===== config.mk =====
export PLATFORM = sky130hd
export DESIGN_NAME = board_keys
export DESIGN_NICKNAME = d
export VERILOG_FILES = /design/src/rtl/board_keys_pkg.sv /design/src/rtl/board_keys_debounce_bit.sv /design/src/rtl/board_keys.sv
export SDC_FILE = /design/constraint.sdc
export NUM_CORES = 1
export LEC_CHECK = 0
export CORE_MARGIN = 3
export CORE_UTILIZATION = 56
export DETAILED_ROUTE_END_ITERATION = 6
export PLACE_DENSITY = 0.81
export RECOVER_POWER = 25
export SYNTH_ARGS = -nofsm -noshare
export SYNTH_HDL_FRONTEND = slang
export SYNTH_SLANG_ARGS = --single-unit

===== constraint.sdc =====
create_clock -name i_clk -period 2.2 [get_ports i_clk]
set_input_delay 0.33 -clock i_clk [delete_from_list [all_inputs] [get_ports i_clk]]
set_output_delay 0.33 -clock i_clk [all_outputs]
set_load 0.01 [all_outputs]

===== src/rtl/board_keys_pkg.sv =====
// -----------------------------------------------------------------------------
// board_keys_pkg
//   Shared definitions for the DE2 debug-key front end:
//     - debug FSM state encoding (also the o_dbg_state encoding)
//     - push-button indices inside the 4-bit KEY bus
//     - slide-switch bit positions inside the 18-bit SW bus
//     - small decode helper for the CPU halt request
// -----------------------------------------------------------------------------
package board_keys_pkg;

  localparam int N_KEYS = 4;
  localparam int N_SW   = 18;

  // Debug FSM states. The numeric values are visible on o_dbg_state and are
  // relied on by the LED logic, so they must not be re-ordered.
  typedef enum logic [1:0] {
    ST_RUN   = 2'd0,
    ST_PAUSE = 2'd1,
    ST_STEP  = 2'd2,
    ST_RESET = 2'd3
  } dbg_state_t;

  // Push-button roles (index into i_KEY).
  localparam int KEY_RST  = 0;  // CPU reset
  localparam int KEY_RUN  = 1;  // run/pause toggle
  localparam int KEY_STEP = 2;  // single step
  localparam int KEY_CLR  = 3;  // clear breakpoint indication

  // Slide-switch roles (index into i_SW / o_sw).
  localparam int SW_BP_ADDR_LSB  = 0;   // SW[15:0] breakpoint address
  localparam int SW_BP_ADDR_W    = 16;
  localparam int SW_START_PAUSED = 16;  // leave RESET into PAUSE instead of RUN
  localparam int SW_BP_EN        = 17;  // breakpoint compare enable

  // The CPU is stalled while paused and while being held in reset.
  function automatic logic state_halts(input dbg_state_t s);
    return (s == ST_PAUSE) || (s == ST_RESET);
  endfunction

endpackage


===== src/rtl/board_keys_debounce_bit.sv =====
// -----------------------------------------------------------------------------
// debounce_bit
//   Conditions one raw, asynchronous board input:
//     2-FF synchronizer -> debounce counter -> stable level -> fall-edge pulse.
//
//   A new level is accepted on the P_DEBOUNCE-th consecutive synchronized
//   sample that differs from the current stable level; any matching sample
//   restarts the count. The counter is cleared when it reaches its last
//   value, so it never wraps.
//
//   Latency: a change present before edge N is sampled by the first
//   synchronizer flop at N, reaches the counter input at N+1, and updates
//   o_level at edge N+1+P_DEBOUNCE. o_fall is registered one edge later.
//
// Parameters
//   P_DEBOUNCE : consecutive differing samples needed (>= 2)
//   P_INIT     : reset value of the synchronizer and stable level
// Ports
//   i_clk   : system clock
//   i_rstn  : asynchronous active-low reset
//   i_raw   : raw, asynchronous input
//   o_level : debounced stable level
//   o_fall  : one-cycle pulse, the cycle after o_level goes 1 -> 0
// -----------------------------------------------------------------------------
module debounce_bit #(
  parameter int   P_DEBOUNCE = 500000,
  parameter logic P_INIT     = 1'b0
) (
  input  logic i_clk,
  input  logic i_rstn,
  input  logic i_raw,
  output logic o_level,
  output logic o_fall
);

  localparam int              CW       = $clog2(P_DEBOUNCE);
  localparam logic [CW-1:0]   CNT_LAST = CW'(P_DEBOUNCE - 1);

  logic          sync_q1;
  logic          sync_q2;
  logic          level_q;
  logic          level_d1_q;
  logic          fall_q;
  logic [CW-1:0] cnt_q;

  always_ff @(posedge i_clk or negedge i_rstn) begin
    if (!i_rstn) begin
      sync_q1    <= P_INIT;
      sync_q2    <= P_INIT;
      level_q    <= P_INIT;
      level_d1_q <= P_INIT;
      fall_q     <= 1'b0;
      cnt_q      <= '0;
    end else begin
      sync_q1 <= i_raw;
      sync_q2 <= sync_q1;

      if (sync_q2 == level_q) begin
        cnt_q <= '0;
      end else if (cnt_q == CNT_LAST) begin
        // This sample is the P_DEBOUNCE-th differing one in a row.
        cnt_q   <= '0;
        level_q <= sync_q2;
      end else begin
        cnt_q <= cnt_q + 1'b1;
      end

      // Delayed copy of the stable level: the fall pulse is registered from
      // two registered values, so it is high the cycle after the level drops.
      level_d1_q <= level_q;
      fall_q     <= level_d1_q & ~level_q;
    end
  end

  assign o_level = level_q;
  assign o_fall  = fall_q;

endmodule


===== src/rtl/board_keys.sv =====
// -----------------------------------------------------------------------------
// board_keys
//   DE2 push-buttons / slide switches -> NES CPU debug controls.
//
//   Every key and switch is synchronized and debounced (debounce_bit). Key
//   presses become single-cycle pulses that drive a run/pause/single-step
//   FSM; switches supply a PC breakpoint address, breakpoint enable and the
//   "start paused" option used when leaving the CPU reset pulse.
//
//   Event semantics: a key pulse or an i_nes_cpu_sync strobe is an event for
//   exactly the cycle it is high; there is no back-pressure. An event seen in
//   cycle k is reflected on the outputs in cycle k+1.
//
//   Same-cycle priority: KEY0 > breakpoint > KEY1 > KEY2. In STEP the opcode
//   fetch that completes the step is taken ahead of KEY1.
//
// Parameters
//   P_DEBOUNCE   : debounce length in clock cycles (>= 2)
//   P_RST_CYCLES : length of the CPU reset pulse in clock cycles (>= 1)
// Ports
//   i_clk          : system clock
//   i_rstn         : asynchronous active-low reset
//   i_KEY[3:0]     : raw push-buttons, active-low
//   i_SW[17:0]     : raw slide switches
//   i_nes_cpu_pc   : current CPU program counter
//   i_nes_cpu_sync : one-cycle opcode fetch strobe
//   o_cpu_halt     : 1 = CPU must stall (PAUSE, RESET)
//   o_cpu_rstn     : active-low CPU reset request (low in RESET)
//   o_bp_hit       : sticky breakpoint indication
//   o_dbg_state    : FSM state (RUN=0, PAUSE=1, STEP=2, RESET=3)
//   o_sw           : debounced switch levels
// -----------------------------------------------------------------------------
module board_keys
  import board_keys_pkg::*;
#(
  parameter int P_DEBOUNCE   = 500000,
  parameter int P_RST_CYCLES = 16
) (
  input  logic        i_clk,
  input  logic        i_rstn,
  input  logic [3:0]  i_KEY,
  input  logic [17:0] i_SW,
  input  logic [15:0] i_nes_cpu_pc,
  input  logic        i_nes_cpu_sync,
  output logic        o_cpu_halt,
  output logic        o_cpu_rstn,
  output logic        o_bp_hit,
  output logic [1:0]  o_dbg_state,
  output logic [17:0] o_sw
);

  localparam int             RCW      = $clog2(P_RST_CYCLES + 1);
  localparam logic [RCW-1:0] RST_LAST = RCW'(P_RST_CYCLES - 1);

  // ---------------------------------------------------------------------------
  // Input conditioning
  // ---------------------------------------------------------------------------
  // Keys idle high (released); switches idle low.
  logic [N_KEYS-1:0] key_level_unused;
  logic [N_KEYS-1:0] key_press;
  logic [N_SW-1:0]   sw_fall_unused;

  for (genvar g = 0; g < N_KEYS; g++) begin : g_key
    debounce_bit #(
      .P_DEBOUNCE (P_DEBOUNCE),
      .P_INIT     (1'b1)
    ) u_db (
      .i_clk   (i_clk),
      .i_rstn  (i_rstn),
      .i_raw   (i_KEY[g]),
      .o_level (key_level_unused[g]),
      .o_fall  (key_press[g])
    );
  end

  for (genvar g = 0; g < N_SW; g++) begin : g_sw
    debounce_bit #(
      .P_DEBOUNCE (P_DEBOUNCE),
      .P_INIT     (1'b0)
    ) u_db (
      .i_clk   (i_clk),
      .i_rstn  (i_rstn),
      .i_raw   (i_SW[g]),
      .o_level (o_sw[g]),
      .o_fall  (sw_fall_unused[g])
    );
  end

  // ---------------------------------------------------------------------------
  // Breakpoint comparator (only acted on in RUN)
  // ---------------------------------------------------------------------------
  logic [SW_BP_ADDR_W-1:0] bp_addr;
  logic                    bp_match;

  assign bp_addr  = o_sw[SW_BP_ADDR_LSB +: SW_BP_ADDR_W];
  assign bp_match = i_nes_cpu_sync && o_sw[SW_BP_EN] && (i_nes_cpu_pc == bp_addr);

  // ---------------------------------------------------------------------------
  // Debug FSM, reset-pulse counter and sticky breakpoint flag
  // ---------------------------------------------------------------------------
  dbg_state_t     state_q;
  logic [RCW-1:0] rst_cnt_q;
  logic           bp_hit_q;

  always_ff @(posedge i_clk or negedge i_rstn) begin
    if (!i_rstn) begin
      state_q   <= ST_RUN;
      rst_cnt_q <= '0;
      bp_hit_q  <= 1'b0;
    end else if (key_press[KEY_RST]) begin
      // Reset key wins in every state and restarts the reset pulse, even
      // when already in RESET.
      state_q   <= ST_RESET;
      rst_cnt_q <= '0;
      bp_hit_q  <= 1'b0;
    end else begin
      case (state_q)
        ST_RUN: begin
          if (bp_match || key_press[KEY_RUN]) begin
            state_q <= ST_PAUSE;
          end
        end
        ST_PAUSE: begin
          if (key_press[KEY_RUN]) begin
            state_q <= ST_RUN;
          end else if (key_press[KEY_STEP]) begin
            state_q <= ST_STEP;
          end
        end
        ST_STEP: begin
          // One opcode fetch completes the step; breakpoints are ignored.
          if (i_nes_cpu_sync) begin
            state_q <= ST_PAUSE;
          end else if (key_press[KEY_RUN]) begin
            state_q <= ST_RUN;
          end
        end
        ST_RESET: begin
          // RESET is held for exactly P_RST_CYCLES cycles: counts 0..LAST.
          if (rst_cnt_q == RST_LAST) begin
            state_q <= o_sw[SW_START_PAUSED] ? ST_PAUSE : ST_RUN;
          end else begin
            rst_cnt_q <= rst_cnt_q + 1'b1;
          end
        end
        default: state_q <= ST_RUN;
      endcase

      // A breakpoint set takes precedence over a same-cycle clear key.
      if ((state_q == ST_RUN) && bp_match) begin
        bp_hit_q <= 1'b1;
      end else if (key_press[KEY_CLR]) begin
        bp_hit_q <= 1'b0;
      end
    end
  end

  // ---------------------------------------------------------------------------
  // Outputs: all decoded from registered state
  // ---------------------------------------------------------------------------
  assign o_dbg_state = state_q;
  assign o_cpu_halt  = state_halts(state_q);
  assign o_cpu_rstn  = (state_q != ST_RESET);
  assign o_bp_hit    = bp_hit_q;

endmodule


==> results of run 1 <==
-- placed cells by master, fill, tap and decap left out, types with 18 or more instances in the layout --
cell type and instances:
nor4_1 103, inv_1 82, o31ai_1 35, xnor2_1 201, ha_1 23, or3_1 64, xor2_1 118, or4_1 44
nor2_1 365, o21ai_0 49, a21oi_1 96, or4b_1 18, clkbuf_16 54, nor3_1 52, clkdlybuf4s50_1 40, and2_1 24
and4_1 25, dlygate4sd3_1 23, nor4b_1 21, nand2_1 137, mux2_2 21, dfrtp_1 484, buf_4 54, nand4_1 100
nand3_1 144
-- sequential cells by signal, summed over array words and instances, names as in the netlist --
signal                 cells
o_bp_hit                   1
rst_cnt_q                  5
g_sw.u_db.sync_q1         18
g_key.u_db.level_d1_q      4
g_key.u_db.cnt_q          76
g_sw.u_db.cnt_q          342
g_key.u_db.o_fall          4
g_key.u_db.sync_q1         4
g_sw.u_db.o_level         18
g_key.u_db.sync_q2         4
g_sw.u_db.sync_q2         18
g_key.u_db.o_level         4
o_dbg_state                2
-- logic make-up after synthesis --
logic type / Yosys count
multiplexers: 23
buffers and inverters: 157
AND/OR/NAND/NOR: 1163
flip-flops: 500
adder cells (fa/ha/maj): 24
XOR/XNOR: 319
AO/OA/AOI/OAI: 223
-- stage by stage --
stage	total power, W	util [%]
floorplan	0.009918	-
global placement	0.01033	60.54
detailed placement	0.01037	60.54
CTS	0.01933	64.73
global route	0.01981	64.64
finish	0.01906	64.65
-- repair_timing --
| item | 4_1_cts | 5_1_grt |
|---|---|---|
| resized for setup | 0 | 2 |
| hold buffers | 1 | 0 |
| setup buffers | 0 | 0 |
| endpoints found under the setup margin | 0 | 11 |
| endpoints found under the hold margin | 81 | 0 |
-- worst max path at each step --
stage / cells past startpoint / end / from
global route: 1 / o_cpu_halt / o_dbg_state[0]
floorplan: 5 / g_key[2].u_db.cnt_q[18] / g_key[2].u_db.cnt_q[0]
detailed placement: 5 / g_key[2].u_db.cnt_q[18] / g_key[2].u_db.cnt_q[0]
finish: 1 / o_dbg_state[0] / o_dbg_state[0]
global placement: 5 / o_dbg_state[0] / i_nes_cpu_pc[12]
CTS: 1 / o_dbg_state[0] / o_dbg_state[0]
-- cell type report --
type / instances / area (sq um)
Antenna cell: 1 / 2.502
Clock buffer: 80 / 1579
Clock inverter: 19 / 181.4
Fill cell: 3204 / 14930
Inverter: 82 / 307.8
Multi-Input combinational cell: 1752 / 10880
Sequential cell: 500 / 12530
Tap cell: 539 / 674.4
Timing Repair Buffer: 126 / 1140
-- power groups by stage --
stage / Sequential [W] / Combinational [W] / Clock [W]
floorplan: 0.00961 / 0.000308 / 0
CTS: 0.00948 / 0.000739 / 0.00912
global route: 0.00949 / 0.000809 / 0.00951
global placement: 0.00963 / 0.000701 / 0
detailed placement: 0.00964 / 0.000730 / 0
finish: 0.00948 / 0.000702 / 0.00888
-- metal layers --
layer  wire, um  part of all wire, %
met5         43                0.088
met4       1320                  2.7
met3       2440                  5.0
met2      23430                   48
met1      21450                   44
==> flow_metrics.py, run 1 <==
metrics = {
    "outcome": {
        "status": "completed",
    },
    "power_and_ir_drop": {
        "p_int_w": 0.01479,
        "pwr-share-comb_pct": 3.7,
        "pwr_density_cell_nw_per_um2": 698.1,
        "p_leak_nw": 10.80,
        "p_clk_share_pct": 46.6,
        "seq_power_share_pct": 49.7,
        "max-vdd-ir-drop_uv": 623.1,
        "power.switching_w": 0.004267,
        "swShare_pct": 22.39,
    },
    "global_routing": {
        "use_met3_pct": 4.243,
        "grt_pass1_vias": 18260,
        "antenna_found_initial": 5,
        "met2_usage_pct": 36.48,
        "grt_util_met1_pct": 28.60,
        "grt_max_degree": 75,
        "grt_pass1_wl_um": 83990,
        "grt_usage_pct": 21.74,
        "overflow": 0,
        "busiest_layer": "met2",
    },
    "layout": {
        "area_growth_pct": 13.32,
        "final_layout_size_suffix_gt1_share_pct": 8.597,
        "nNetsFinal": 2580,
        "finalNonFillerCells": 3099,
        "final_cell_area_sq_um": 27300,
    },
    "cts": {
        "max-clock-path-buffers": 3,
        "h-tree-depth": 2,
        "cts_tree": "built",
        "clk_latency_ns": 0.60,
        "path_clk_slew_ns": 0.06,
        "cts_buffers": 53,
        "clock-sinks": 500,
        "clockRootBuffer": "clkbuf_16",
    },
    "hold_path": {
        "min_path_cells": 1,
        "worstHoldPathType": "in2reg",
        "worstHoldStart": "i_SW[13]",
        "holdPathEnd": "g_sw[13].u_db.sync_q1",
    },
    "drt": {
        "wl_per_cell_um": 15.71,
        "wl_um": 48680,
        "vias_per_cell": 5.896,
        "initialDrtViolationCount": 1552,
        "drc": 0,
        "ant_nets": 0,
        "dr.pass1.iters": 5,
        "via_count": 18270,
    },
    "synthesis": {
        "synth_compound_area_share_pct": 5.796,
        "yosys-top-cells-area": "dfrtp_1 (50%), xnor2_1 (7.3%), nor2_1 (5.7%)",
        "avgSynthCellArea_sq_um": 10.00,
        "synth_common_cells": "dfrtp_1 (484), nor2_1 (365), xnor2_1 (201)",
        "yosysWarnings": 0,
        "async_flop_share_pct": 100.0,
        "synth_top_family_by_area": "simple AND/OR/NAND/NOR gates",
        "synth_ff_type": "dfrtp_1",
        "synth_edf_count": 0,
        "seq_area_frac_synth_pct": 52.02,
        "synth_most_common_cell": "dfrtp_1",
        "yosys.area.top_type": "dfrtp_1",
        "synth_simple_gate_area_share_pct": 25.43,
        "netlist.area_leader.share_pct": 50.28,
        "yosys.area_share.adder_pct": 1.246,
        "yosys-mux-area-fraction_pct": 1.070,
        "ys_types": 62,
        "syn_nets": 2474,
        "ys_seq_elements": 500,
        "synthCells": 2409,
        "synth_xor_area_share_pct": 11.60,
        "syn_area_sq_um": 24090,
    },
    "setup_path": {
        "setup.worst_path.end_class": "primary output",
        "r2r_slack_ns": 0.12,
        "worst_ep_required_time_ns": 1.87,
        "r2r_cells": 5,
        "cp_top_family": "buffers and inverters",
        "slowest_stage": "clkdlybuf4s50_1",
        "critical_path_class": "reg2out",
        "cpPeakStageDelay_ns": 0.61,
        "cp.arrival_ns": 1.78,
        "path_cells": "clkdlybuf4s50_1",
        "start_kind": "flip-flop",
        "rr_startpoint": "g_key[2].u_db.cnt_q[0]",
        "path_buf_inv": 1,
        "cp_max_fo": 11,
        "r2r_end": "g_key[2].u_db.cnt_q[18]",
    },
    "sta": {
        "fin_crit_sh_pct": 96.06,
        "min_period_ns": 2.113,
        "relSlewSlack_pct": 16.32,
        "setup_viol": 0,
        "tns_ns": 0,
        "final.setup.worst_slack_ns": 0.08664,
        "fmaxAchievable_ghz": 0.4732,
        "fin_skew_ns": 0.02477,
        "final-max-slew-violation-count": 0,
        "hold-worst-slack_ns": 0.2764,
        "tightest_slew_ns": 1.255,
        "hold_violations": 0,
        "rsz0062_at_grt": "false",
    },
    "floorplanning": {
        "num_rows": 75,
        "die-area_sq_um": 45540,
        "die_h_um": 213.4,
        "fp.coreArea_sq_um": 42230,
        "die-width_um": 213.4,
        "initial_core_util_pct": 57.05,
        "io_pins": 64,
    },
    "placed_design": {
        "place.gp.congestion": 0.8712,
        "place_hpwl_um": 33560,
        "io_buffer_count": 63,
        "post-place-ws_ns": 0.06437,
        "dp.cells": 2998,
        "place_area_sq_um": 25560,
    },
    "flow_run": {
        "maxCapViolations": 0,
    },
}
Note: power is estimated with default switching activity, not from simulation.
==> inputs of run 2 (changes only) <==
- CORE_UTILIZATION: 56 -> 62
- PLACE_DENSITY: 0.81 -> 0.85
- clock period: 2.2 -> 2 ns (I/O delays scaled with it)
==> flow_metrics.py, run 2 (same netlist as run 1, synthesis figures left out) <==
metrics = {
    "outcome": {
        "status": "finished with violations",
        "failed_checks": "setup timing",
    },
    "setup_path": {
        "path_cells": "ha_4, nand4_4, or4b_4, buf_6, or3_4, a21oi_2",
        "cp_top_family": "simple AND/OR/NAND/NOR gates",
        "cp_max_fo": 4,
        "cp.arrival_ns": 2.53,
        "slowest_stage": "or4b_4",
        "critical_path_class": "reg2reg",
        "setup.worst_path.end_class": "flip-flop",
        "worst_ep_required_time_ns": 2.50,
        "cpPeakStageDelay_ns": 0.56,
        "path_buf_inv": 1,
        "start_kind": "flip-flop",
    },
    "drt": {
        "wl_um": 51540,
        "vias_per_cell": 5.954,
        "wl_per_cell_um": 16.56,
        "ant_nets": 0,
        "via_count": 18540,
        "drc": 0,
        "initialDrtViolationCount": 1399,
        "dr.pass1.iters": 5,
    },
    "global_routing": {
        "grt_pass1_vias": 18760,
        "antenna_found_initial": 0,
        "grt_max_degree": 85,
        "grt_usage_pct": 25.00,
        "grt_pass1_wl_um": 87950,
        "overflow": 0,
    },
    "hold_path": {
        "worstHoldPathType": "in2reg",
    },
    "layout": {
        "final_cell_mix": "dfrtp_1 (477), nor2_1 (363), xnor2_1 (201)",
        "final_layout_size_suffix_gt1_share_pct": 11.11,
        "top_register": "g_sw.u_db.cnt_q",
        "top_regs": "g_sw.u_db.cnt_q x342, g_key.u_db.cnt_q x76",
        "final_common_cell": "dfrtp_1",
        "nNetsFinal": 2624,
        "largest_reg_flops": 342,
        "area_growth_pct": 15.08,
    },
    "sta": {
        "min_period_ns": 2.033,
        "tightest_slew_ns": 1.458,
        "rsz0062_at_grt": "true",
        "final.setup.worst_slack_ns": -0.03297,
        "hold_violations": 0,
        "fmaxAchievable_ghz": 0.4919,
        "relSlewSlack_pct": 2.796,
        "fin_crit_sh_pct": 101.6,
        "setup_viol": 5,
        "final-max-slew-violation-count": 0,
        "fin_skew_ns": 0.01325,
        "tns_ns": -0.05680,
    },
    "power_and_ir_drop": {
        "max-vdd-ir-drop_uv": 608.3,
        "p_leak_nw": 11.00,
        "seq_power_share_pct": 49.7,
        "swShare_pct": 22.31,
        "power.switching_w": 0.004679,
        "p_clk_share_pct": 46.5,
        "p_int_w": 0.01629,
        "pwr-share-comb_pct": 3.8,
        "pwr_density_cell_nw_per_um2": 756.3,
    },
    "cts": {
        "path_clk_slew_ns": 0.06,
        "cts_buffers": 52,
        "cts_tree": "built",
        "clk_latency_ns": 0.58,
        "clock-sinks": 500,
        "max-clock-path-buffers": 3,
        "h-tree-depth": 2,
        "clockRootBuffer": "clkbuf_16",
    },
    "placed_design": {
        "place.gp.congestion": 0.9032,
        "place_hpwl_um": 33760,
        "io_buffer_count": 63,
        "post-place-ws_ns": 0.005853,
    },
    "floorplanning": {
        "initial_core_util_pct": 63.36,
        "die-width_um": 203.1,
        "fp.coreArea_sq_um": 38020,
        "die-area_sq_um": 41260,
        "num_rows": 71,
        "die_h_um": 203.1,
        "io_pins": 64,
    },
    "flow_run": {
        "maxCapViolations": 0,
    },
}
## run 2: cell count changes in the layout (fill, tap and decap cells not counted), sizes merged
cell           delta
bufinv            +2
dlygate4sd2       +1
clkdlybuf4s50     -1
clkinvlp          +2
clkbuf           -12
buf              +48
clkinv            +2
## run 2: worst reg2reg max path, cell delays in order (launching register included)
cell and delay (ns):
dfrtp_1 0.41, ha_4 0.19, nand4_4 0.11, or4b_4 0.57
buf_6 0.15, or3_4 0.38, a21oi_2 0.15
## run 2: area by class of cell
cell class	count	area, sq um
Multi-Input combinational cell	1752	10950
Antenna cell	1	2.502
Clock inverter	25	259.0
Fill cell	2608	10300
Tap cell	511	639.4
Timing Repair Buffer	171	1540
Clock buffer	71	1484
Inverter	82	307.8
Sequential cell	500	12540
## run 2: path summary, 6_finish.rpt
| path | from | to | slack (ns) | cells after the start |
|---|---|---|---|---|
| worst min register to register | g_sw[6].u_db.sync_q1 | g_sw[6].u_db.sync_q2 | 0.35 | 0 |
| worst min-delay path | i_KEY[2] | g_key[2].u_db.sync_q1 | 0.26 | 1 |
| worst max-delay path | g_key[2].u_db.cnt_q[1] | g_key[2].u_db.cnt_q[16] | -0.03 | 6 |
| min in group asynchronous | i_rstn | g_sw[17].u_db.cnt_q[7] | 0.61 | 2 |
| max in group asynchronous | i_rstn | g_sw[4].u_db.cnt_q[13] | 0.26 | 3 |
| worst max register to register | g_key[2].u_db.cnt_q[1] | g_key[2].u_db.cnt_q[16] | -0.03 | 6 |
## run 2: per-layer routing
metal	vias up	track usage, %	share of wire, %
li1	8820	-	-
met1	9132	32.98	43
met2	467	42.68	49
met3	116	4.185	4.4
met4	0	7.989	2.8
met5	-	0	0
## run 2: repair_timing
action / 4_1_cts / 5_1_grt
resized for setup: 6 / 22
pin swaps: 0 / 10
buffers inserted: 0 / 6
hold buffers: 1 / 0
setup endpoints to repair: 7 / 31
hold endpoints to repair: 37 / 0
## run 2: power by group through the flow
| stage | Combinational, W | Clock [W] | Sequential [W] |
|---|---|---|---|
| floorplan | 0.000340 | 0 | 0.0106 |
| global placement | 0.000777 | 0 | 0.0106 |
| detailed placement | 0.000807 | 0 | 0.0106 |
| CTS | 0.000821 | 0.00994 | 0.0104 |
| global route | 0.000911 | 0.0104 | 0.0104 |
| finish | 0.000798 | 0.00974 | 0.0104 |
## run 2: metrics by stage
stage | util (%) | hold slack, ns | std cells | cell area, sq um | power, W
floorplan | - | 0.004409 | 2409 | 24100 | 0.01091
global placement | 67.98 | 0.2484 | 3009 | 25850 | 0.01137
detailed placement | 67.98 | 0.2493 | 3009 | 25850 | 0.01141
CTS | 72.61 | 0.09727 | 3106 | 27610 | 0.02119
global route | 72.91 | 0.2324 | 3112 | 27720 | 0.02172
finish | 72.92 | 0.2627 | 3113 | 27720 | 0.02097
==> inputs of run 3 (changes only) <==
- CAP_MARGIN: not set -> 40
==> results of run 3 <==
Final layout, timing and power as in run 2 (identical DEF).
